==> config.mk <==
export PLATFORM = sky130hd
export DESIGN_NAME = inst_fetch_queue
export DESIGN_NICKNAME = d
export VERILOG_FILES = /design/src/rtl/fetch_pkg.sv /design/src/rtl/fetch_fifo.sv /design/src/rtl/inst_fetch_queue.sv
export SDC_FILE = /design/constraint.sdc
export NUM_CORES = 1
export LEC_CHECK = 0
export ABC_CLOCK_PERIOD_IN_PS = 6900
export CAP_MARGIN = 20
export CORE_AREA = 2 2 223 225
export DETAILED_ROUTE_END_ITERATION = 8
export DIE_AREA = 0 0 225 227
export SLEW_MARGIN = 15
export SYNTH_ARGS = -nofsm -noshare
export SYNTH_HDL_FRONTEND = slang
export SYNTH_SLANG_ARGS = --single-unit
export TNS_END_PERCENT = 50
==> constraint.sdc <==
create_clock -name clk_in -period 6.9 [get_ports clk_in]
set_input_delay 0.69 -clock clk_in [delete_from_list [all_inputs] [get_ports clk_in]]
set_output_delay 0.69 -clock clk_in [all_outputs]
set_load 0.05 [all_outputs]
==> src/rtl/fetch_pkg.sv <==
// Shared types and constants for the instruction fetch front end.
// The fetch FSM encoding and the PC increment live here so the top and the bench agree on them.
package fetch_pkg;

  localparam int INST_W  = 32;
  localparam int PC_STEP = 4;

  typedef enum logic [1:0] {
    IDLE = 2'd0,
    REQ  = 2'd1,
    WAIT = 2'd2,
    DROP = 2'd3
  } fetch_state_e;

endpackage

==> src/rtl/fetch_fifo.sv <==
// Circular prefetch buffer with push/pop/flush, gated by a global enable.
// The head is read combinationally and forced to zero while the buffer is empty.
module fetch_fifo #(
  parameter int WIDTH = 64,
  parameter int DEPTH = 4
) (
  input  logic                     i_clk,
  input  logic                     i_rst,
  input  logic                     i_en,
  input  logic                     i_push,
  input  logic [WIDTH-1:0]         i_push_data,
  input  logic                     i_pop,
  input  logic                     i_flush,
  output logic [$clog2(DEPTH):0]   o_count,
  output logic [WIDTH-1:0]         o_head
);

  localparam int AW = $clog2(DEPTH);
  localparam int CW = AW + 1;

  logic [WIDTH-1:0] r_mem [DEPTH];
  logic [AW-1:0]    r_wr_ptr;
  logic [AW-1:0]    r_rd_ptr;
  logic [CW-1:0]    r_count;
  logic             w_do_push;
  logic             w_do_pop;

  // Occupancy is the only full/empty source; a pop in the same cycle frees room for a push.
  assign w_do_pop  = i_pop && (r_count != '0);
  assign w_do_push = i_push && ((r_count != CW'(DEPTH)) || w_do_pop);

  always_ff @(posedge i_clk) begin
    if (i_en && !i_flush && w_do_push) begin
      r_mem[r_wr_ptr] <= i_push_data;
    end
  end

  always_ff @(posedge i_clk) begin
    if (i_rst) begin
      r_wr_ptr <= '0;
      r_rd_ptr <= '0;
      r_count  <= '0;
    end else if (i_en) begin
      if (i_flush) begin
        r_wr_ptr <= '0;
        r_rd_ptr <= '0;
        r_count  <= '0;
      end else begin
        if (w_do_push) r_wr_ptr <= r_wr_ptr + AW'(1);
        if (w_do_pop)  r_rd_ptr <= r_rd_ptr + AW'(1);
        r_count <= r_count + CW'(w_do_push) - CW'(w_do_pop);
      end
    end
  end

  assign o_count = r_count;
  assign o_head  = (r_count != '0) ? r_mem[r_rd_ptr] : '0;

endmodule

==> src/rtl/inst_fetch_queue.sv <==
// In-order fetch front end: one outstanding memory request feeding a prefetch queue,
// with redirect support that squashes any response still in flight at the time of the clear.
module inst_fetch_queue
  import fetch_pkg::*;
#(
  parameter int              XLEN     = INST_W,
  parameter int              DEPTH    = 4,
  parameter logic [XLEN-1:0] RESET_PC = '0
) (
  input  logic                   clk_in,
  input  logic                   rst_in,
  input  logic                   rdy_in,
  input  logic                   i_clear,
  input  logic [XLEN-1:0]        i_new_pc,
  output logic                   o_mem_req,
  output logic [XLEN-1:0]        o_mem_addr,
  input  logic                   i_mem_ack,
  input  logic                   i_mem_valid,
  input  logic [XLEN-1:0]        i_mem_data,
  output logic                   o_out_valid,
  output logic [XLEN-1:0]        o_out_inst,
  output logic [XLEN-1:0]        o_out_pc,
  input  logic                   i_out_ready,
  output logic [$clog2(DEPTH):0] o_count
);

  localparam int CW = $clog2(DEPTH) + 1;

  fetch_state_e      r_state;
  fetch_state_e      w_state_next;
  logic [XLEN-1:0]   r_fetch_pc;
  logic [XLEN-1:0]   r_req_pc;
  logic [CW-1:0]     w_count;
  logic [2*XLEN-1:0] w_head;
  logic              w_below_full;
  logic              w_accept;
  logic              w_push;
  logic              w_pop;

  assign w_below_full = (w_count < CW'(DEPTH));
  assign w_accept     = (r_state == REQ) && i_mem_ack;

  always_ff @(posedge clk_in) begin
    if (rst_in) begin
      r_state <= IDLE;
    end else if (rdy_in) begin
      r_state <= w_state_next;
    end
  end

  // An ack coincident with a clear still counts as accepted, so its response must be dropped.
  always_comb begin
    w_state_next = r_state;
    unique case (r_state)
      IDLE: if (!i_clear && w_below_full) w_state_next = REQ;
      REQ: begin
        if (i_mem_ack)    w_state_next = i_clear ? DROP : WAIT;
        else if (i_clear) w_state_next = IDLE;
      end
      WAIT: begin
        if (i_mem_valid)  w_state_next = IDLE;
        else if (i_clear) w_state_next = DROP;
      end
      DROP: if (i_mem_valid) w_state_next = IDLE;
      default: w_state_next = IDLE;
    endcase
  end

  always_comb begin
    o_mem_req = (r_state == REQ) && !i_clear;
    w_push    = (r_state == WAIT) && i_mem_valid && !i_clear;
  end

  always_ff @(posedge clk_in) begin
    if (rst_in) begin
      r_fetch_pc <= RESET_PC;
      r_req_pc   <= RESET_PC;
    end else if (rdy_in) begin
      if (i_clear) begin
        r_fetch_pc <= i_new_pc;
      end else if (w_accept) begin
        r_fetch_pc <= r_fetch_pc + XLEN'(PC_STEP);
      end
      if (w_accept) r_req_pc <= r_fetch_pc;
    end
  end

  assign o_mem_addr  = r_fetch_pc;
  assign o_out_valid = (w_count != '0) && !i_clear;
  assign w_pop       = o_out_valid && i_out_ready;

  fetch_fifo #(
    .WIDTH(2 * XLEN),
    .DEPTH(DEPTH)
  ) u_fifo (
    .i_clk      (clk_in),
    .i_rst      (rst_in),
    .i_en       (rdy_in),
    .i_push     (w_push),
    .i_push_data({r_req_pc, i_mem_data}),
    .i_pop      (w_pop),
    .i_flush    (i_clear),
    .o_count    (w_count),
    .o_head     (w_head)
  );

  assign o_out_pc   = w_head[2*XLEN-1:XLEN];
  assign o_out_inst = w_head[XLEN-1:0];
  assign o_count    = w_count;

endmodule
=== Word-level counts from Yosys, hierarchy flattened ===
Memory sizes are Yosys's and may differ from the RTL's. A register that Yosys moved wholly into a read port is not among the register bits.
Index checks and enable logic that the tools add are counted.

* Memories: 1
* Logic and storage cells: 64
* RAM bits: 256
* Bits in registers: 73
* Bits of input ports: 71
* Output and inout port bits: 101

* Reduce and logical (&&, ||, !) cells: 23
* Equality and inequality tests: 8
* Magnitude comparators: 1
* Mux-type cells: 20
* $add $sub $neg: 5

{| class="wikitable"
|+ Memory list
! memory !! words !! bits a word !! read ports !! clocked after memory_dff !! wr ports !! line !! RTL
|-
| u_fifo.r_mem || 4 || 64 || 1 || 1 || 1 || fetch_fifo.sv:21 || <nowiki>logic [WIDTH-1:0] r_mem [DEPTH];</nowiki>
|}

{| class="wikitable"
|+ Operator list
! cell !! number
|-
| 32-bit two-way mux || 2
|-
| 64-bit two-way mux || 1
|-
| 32-bit by 3-bit adder with 32-bit output, second input constant || 1
|-
| 2-bit two-way mux || 12
|-
| 1-bit logical AND || 11
|-
| 3-bit != test, second input constant || 3
|-
| 2-bit one-hot mux with 4 select lines || 1
|-
| 2-bit AND reduction || 4
|-
| 2-bit nonzero test || 3
|-
| 5-bit AND reduction || 1
|-
| 2-bit by 1-bit adder with 2-bit output, second input constant || 2
|-
| 2-bit == test, second input constant || 2
|-
| 2-bit != test, second input constant || 2
|-
| 3-bit by 1-bit adder with 3-bit output || 1
|-
| 3-bit < comparator, second input constant || 1
|-
| 1-bit two-way mux || 3
|-
| 3-bit two-way mux || 1
|-
| 3-bit nonzero test || 1
|-
| 3-bit by 1-bit subtractor with 3-bit output || 1
|-
| 2-bit by 1-bit == test with 1-bit output, second input constant || 1
|-
| 2-bit logical NOT || 1
|-
| 1-bit logical NOT || 1
|-
| 1-bit logical OR || 1
|}

=== Longest topological paths before layout ===
* Depth after elaboration: 9
* Depth in mapped cells: 13
* Depth with buffers taken out: 12

=== Hierarchy ===
Synthesis repeated with hierarchy kept, for this count alone.

* Cell total of the unflattened synthesis: 902
* Area, all modules: 13396.6 µm²

{| class="wikitable"
|+ Modules (own cells, without submodules)
! module !! area each (µm²) !! instances !! cells an instance !! sequential area each (µm²)
|-
| fetch_fifo || 10167.3 || 1 || 465 || 7867.5
|-
| inst_fetch_queue || 3229.3 || 1 || 437 || 1321.3
|}

=== Least setup slack after synthesis ===
OpenSTA, ideal clock, no wires.

* Path kind: input to register
* Start: input i_clear
* End: memory u_fifo.r_mem[0][0] (enable)
* Buffers on the path: 1
* Setup slack: 3.216 ns
* Setup time: 0.429 ns
* Data required time: 6.471 ns
* Arrival: 3.256 ns
* Stages on the path: 4
* Cell sequence: clkbuf_1 nand2b_1 a2111oi_1 and2_1

* Longest elaborated chain between the ends: 9
* Elaborated cells between the ends (all ways): 11
* Those cells by class: 2 x mux; 9 x reduce/logical

{| class="wikitable"
|+ RTL lines
! element !! line !! RTL
|-
| start, declared || inst_fetch_queue.sv:13 || <nowiki>input logic i_clear,</nowiki>
|-
| 1-bit logical NOT (*) || fetch_fifo.sv:33, inst_fetch_queue.sv:71, inst_fetch_queue.sv:89 ||
|-
| 1-bit logical AND || inst_fetch_queue.sv:89 || <nowiki>assign o_out_valid = (w_count != '0) && !i_clear;</nowiki>
|-
| 1-bit logical AND || inst_fetch_queue.sv:90 || <nowiki>assign w_pop = o_out_valid && i_out_ready;</nowiki>
|-
| 1-bit logical AND || fetch_fifo.sv:29 || <nowiki>assign w_do_pop = i_pop && (r_count != '0);</nowiki>
|-
| 1-bit logical OR || fetch_fifo.sv:30 || <nowiki>assign w_do_push = i_push && ((r_count != CW'(DEPTH)) || w_do_pop);</nowiki>
|-
| 1-bit logical AND || fetch_fifo.sv:30 ||
|-
| 1-bit logical AND (*) || fetch_fifo.sv:33 || <nowiki>if (i_en && !i_flush && w_do_push) begin</nowiki>
|-
| 1-bit two-way mux (*) || fetch_fifo.sv:33 ||
|-
| 1-bit two-way mux (implied by the code) (*) || fetch_fifo.sv:34 || <nowiki>r_mem[r_wr_ptr] <= i_push_data;</nowiki>
|-
| end, declared || fetch_fifo.sv:21 ||
|}

Every way passes the cells marked *; elsewhere a longest branch is shown, timed or not.

==> impl_results.md <==
* FILL cells at 4628
* Multiplexer area fraction after synthesis at 0.110
* Maximum clock insertion buffer count at 3
* Vias at 8561
* Endpoints failing setup at 0
* Final ANT Viol Nets at 0
* Outcome: finished clean
* Final instance area at 17000 um^2
* DRT Pass-1 Iters at 5
* Hold EP: r_req_pc[1]
* Fmax at 0.234 GHz
* Die outline height at 227 um
* Int Pwr at 3.38 mW
* Setup WS pre-CTS at 2.74 ns
* Total congestion overflow at 0
* Dpl hpwl at 22.0 mm
* Worst Path Buf+Inv at 2
* CP max stage cell: dfxtp_4
* Combinational power share at 0.046
* Synthesis Warnings at 0
* Leakage at 5.42 nW
* Setup TNS at 0 ns
* FF-to-FF End: u_fifo.r_mem[2][46]
* Post-synth EDFFs at 256
* Post-Synth XOR/XNOR Area at 0.00130
* Hold Vio Cnt, Final at 0
* H-tree depth at 2
* Critical Path AT at 3.58 ns
* Fin crit period at 4.27 ns
* Top delay family on crit path: buffers and inverters
* VDD IR max at 0.134 mV
* Routability cong. at 0.817
* Max-Cap Viols at 0
* Largest family of logic cells by synthesized area: simple AND/OR/NAND/NOR gates
* Row cnt at 81
* Clk network pwr share at 0.448
* Async set-reset flop share out of synthesis at 0
* CTS tree: yes
* Layout net count at 1157
* RSZ-0062 raised after global routing: no
* Sequential share of power at 0.506
* Compound-Gate Fraction of Synth Area at 0.0687
* First-iteration detailed-routing DRC count at 710
* Post-Synth Simple-Gate Area at 0.110
* Drt total wl at 35.6 mm
* Placed cell count at 1660
* Hold Buf Count CTS at 0
* Via/cell ratio at 4.95
* Final Slew Violations at 0
* Main synth FF type: edfxtp_1
* Reg2Reg Setup Slack at 3.81 ns
* Worst setup EP type: primary output
* Largest net degree at the start of global routing at 70
* Setup bufs post-CTS at 0
* First-pass GRT wire length at 54.0 mm
* CTS Sinks at 331
* Number of CTS-inserted buffers at 37
* FF+latch count, synth at 331
* Quantity of I/O buffers inserted on ports at 171
* Clock skew at 0.0220 ns
* Post-cts resize count at 0
* Metal2 WL at 16.4 mm
* Netlist Area Pre-Place at 13500 um^2
* Final Cycle Share at 0.619
* Min-delay src: o_mem_addr[1]
* Adder-Cell Fraction of Synth Area at 0.00796
* Switching Share at 0.214
* Clock root buffer: clkbuf_16
* Syn avg cell area at 14.7 um^2
* CP Data Required Time at 6.21 ns
* Num ports at 172
* Netlist cell types at 57
* Reg-to-reg startpoint: u_fifo.o_count[1]
* Die Area at 51100 um^2
* Worst R2R Path Depth at 4
* Kind of critical path: flip-flop to primary output
* Worst-Margin Slew at 1.06 ns
* Setup ws final at 2.63 ns
* Layout cells sized above 1 at 0.134
* Hold Path Depth at 2
* Largest incremental delay on the critical path at 0.92 ns
* Die X-Extent at 225 um
* Worst-path clk slew at 0.06 ns
* Mapped Cells at 920
* Top routing layer used: met4
* Register area share after synthesis at 0.680
* Area of placed instances at 15900 um^2
* DR WL met3 at 2.51 mm
* Synthesized Nets at 999
* DR DRC count at 0
* Core box area at 48500 um^2
* Vias in the first global route at 8659
* Pwr/cell area at 253 nW/um^2
* Area growth syn-to-layout at 26.1%
* Clock latency on the worst-skew pair at 0.53 ns
* Inserted Diodes at 0
* Starting Density at 0.278
* Worst hold path class: flip-flop to flip-flop
* Post-Layout Cell Count at 1728
* CP cell instances: buf_4, mux4_2, and2_1, clkdlybuf4s50_1
* CP Max Fanout at 38
* Kind of start point of the critical path: flip-flop
* DRT met1 WL at 16.1 mm
* GRT Overall Usage at 0.140
* Rel. slew slack at 0.291
* Initial antenna violation count at 1
* Switching power at 0.924 mW
* WL/cell at 20.6 um
==> through the flow <==
step                      hold slack [ns]   util  power [mW]
final                               0.493  0.351        4.31
after global routing                0.521  0.351        4.45
after CTS                           0.492  0.351        4.36
after detailed placement            0.487  0.327        2.42
after global placement              0.474  0.327        2.42
after floorplan                     0.460      -        2.31
==> power by group through the flow <==
stage / clock [mW] / sequential (mW) / combinational (mW)
CTS: 1.98 / 2.18 / 0.200
floorplan: 0 / 2.24 / 0.0679
global route: 2.05 / 2.18 / 0.212
detailed placement: 0 / 2.22 / 0.199
global placement: 0 / 2.22 / 0.197
finish: 1.93 / 2.18 / 0.199
==> Yosys cell counts, drive strengths merged (4+ instances only) <==
cell type / number / share of area
edfxtp: 256 / 0.57
nand2: 100 / 0.028
dfxtp: 75 / 0.11
and2: 71 / 0.033
a21oi: 64 / 0.024
mux4: 64 / 0.11
clkbuf: 47 / 0.013
nor2: 26 / 0.0072
buf: 19 / 0.0063
nand3: 15 / 0.0056
nand4: 15 / 0.0069
o21ai: 15 / 0.0056
nor4: 13 / 0.0060
and3: 12 / 0.0056
a31oi: 10 / 0.0046
inv: 10 / 0.0028
nor3: 9 / 0.0033
ha: 7 / 0.0065
a211oi: 6 / 0.0033
nand2b: 6 / 0.0028
o31ai: 6 / 0.0033
o211ai: 5 / 0.0028
or3: 5 / 0.0023
a31o: 4 / 0.0026
a32oi: 4 / 0.0026
and4: 4 / 0.0026
==> registers in the layout (all words and copies together), names as in the netlist, named ones only <==
signal / cells
u_fifo.r_mem: 256
u_fifo.r_rd_ptr: 2
u_fifo.o_count: 3
r_req_pc: 32
r_state: 2
o_mem_addr: 32
u_fifo.r_wr_ptr: 2
==> placed cells by master, fill, tap and decap left out, types with 4 or more instances in the layout <==
cell             synthesis  routed
a211oi_1                 6       6
a21oi_1                 64      64
a31o_2                   4       4
a31oi_1                 10      10
a32oi_1                  4       4
and2_1                  71      67
and2_4                   0       4
and3_1                  12      12
and4_1                   4       4
buf_4                    0      13
clkbuf_1                46       9
clkbuf_16                0      39
clkdlybuf4s50_1          0     169
clkinv_1                 0       4
clkinv_2                 0       8
dfxtp_1                 75      73
edfxtp_1               256     256
ha_1                     7       7
inv_1                   10      10
mux4_2                  64      64
nand2_1                100     100
nand2b_1                 6       6
nand3_1                 15      15
nand4_1                 15      15
nor2_1                  26      26
nor3_1                   9       9
nor4_1                  13      13
o211ai_1                 5       5
o21ai_0                 15      15
o31ai_1                  6       6
or3_1                    5       4
==> per-layer routing <==
| metal | vias up | global-route usage |
|---|---|---|
| li1 | 3875 | - |
| met5 | - | 0 |
| met4 | 0 | 0.0333 |
| met3 | 44 | 0.0279 |
| met1 | 4302 | 0.196 |
| met2 | 340 | 0.224 |
==> kinds of logic after synthesis <==
| family | Yosys count |
|---|---|
| flip-flops | 331 |
| buffers and inverters | 76 |
| AO/OA/AOI/OAI | 146 |
| AND/OR/NAND/NOR | 289 |
| XOR/XNOR | 2 |
| multiplexers | 68 |
| adder cells (fa/ha/maj) | 8 |
==> final cells by class <==
cell class / instances / area (um^2) / area share
flip-flops and latches: 331 / 9200 / 0.539
well taps: 622 / 778 / 0.0456
inverters: 10 / 37.5 / 0.00220
repair buffers: 185 / 1800 / 0.106
clock buffers: 49 / 1020 / 0.0600
multi-input cells: 513 / 4040 / 0.237
clock inverters: 18 / 170 / 0.00998
==> how the worst max path moves through the flow <==
stage                    from                  end  slack, ns  cells past startpoint
detailed placement     rdy_in  u_fifo.r_mem[2][51]       2.74                      6
CTS                 flip-flop         o_out_pc[29]       2.48                      4
global route        flip-flop         o_out_pc[29]       2.32                      4
finish              flip-flop         o_out_pc[29]       2.63                      4
floorplan             i_clear   u_fifo.r_mem[0][0]       3.22                      4
global placement       rdy_in  u_fifo.r_mem[3][29]       2.80                      6
==> worst min-delay path: cells and delay by family (launching register included) <==
family             cells  cell delay, ns
DFF                    1            0.33
AOI/OAI and AO/OA      1            0.05
and+or+nand+nor        1            0.06
Power figures use the tool's default switching activity.
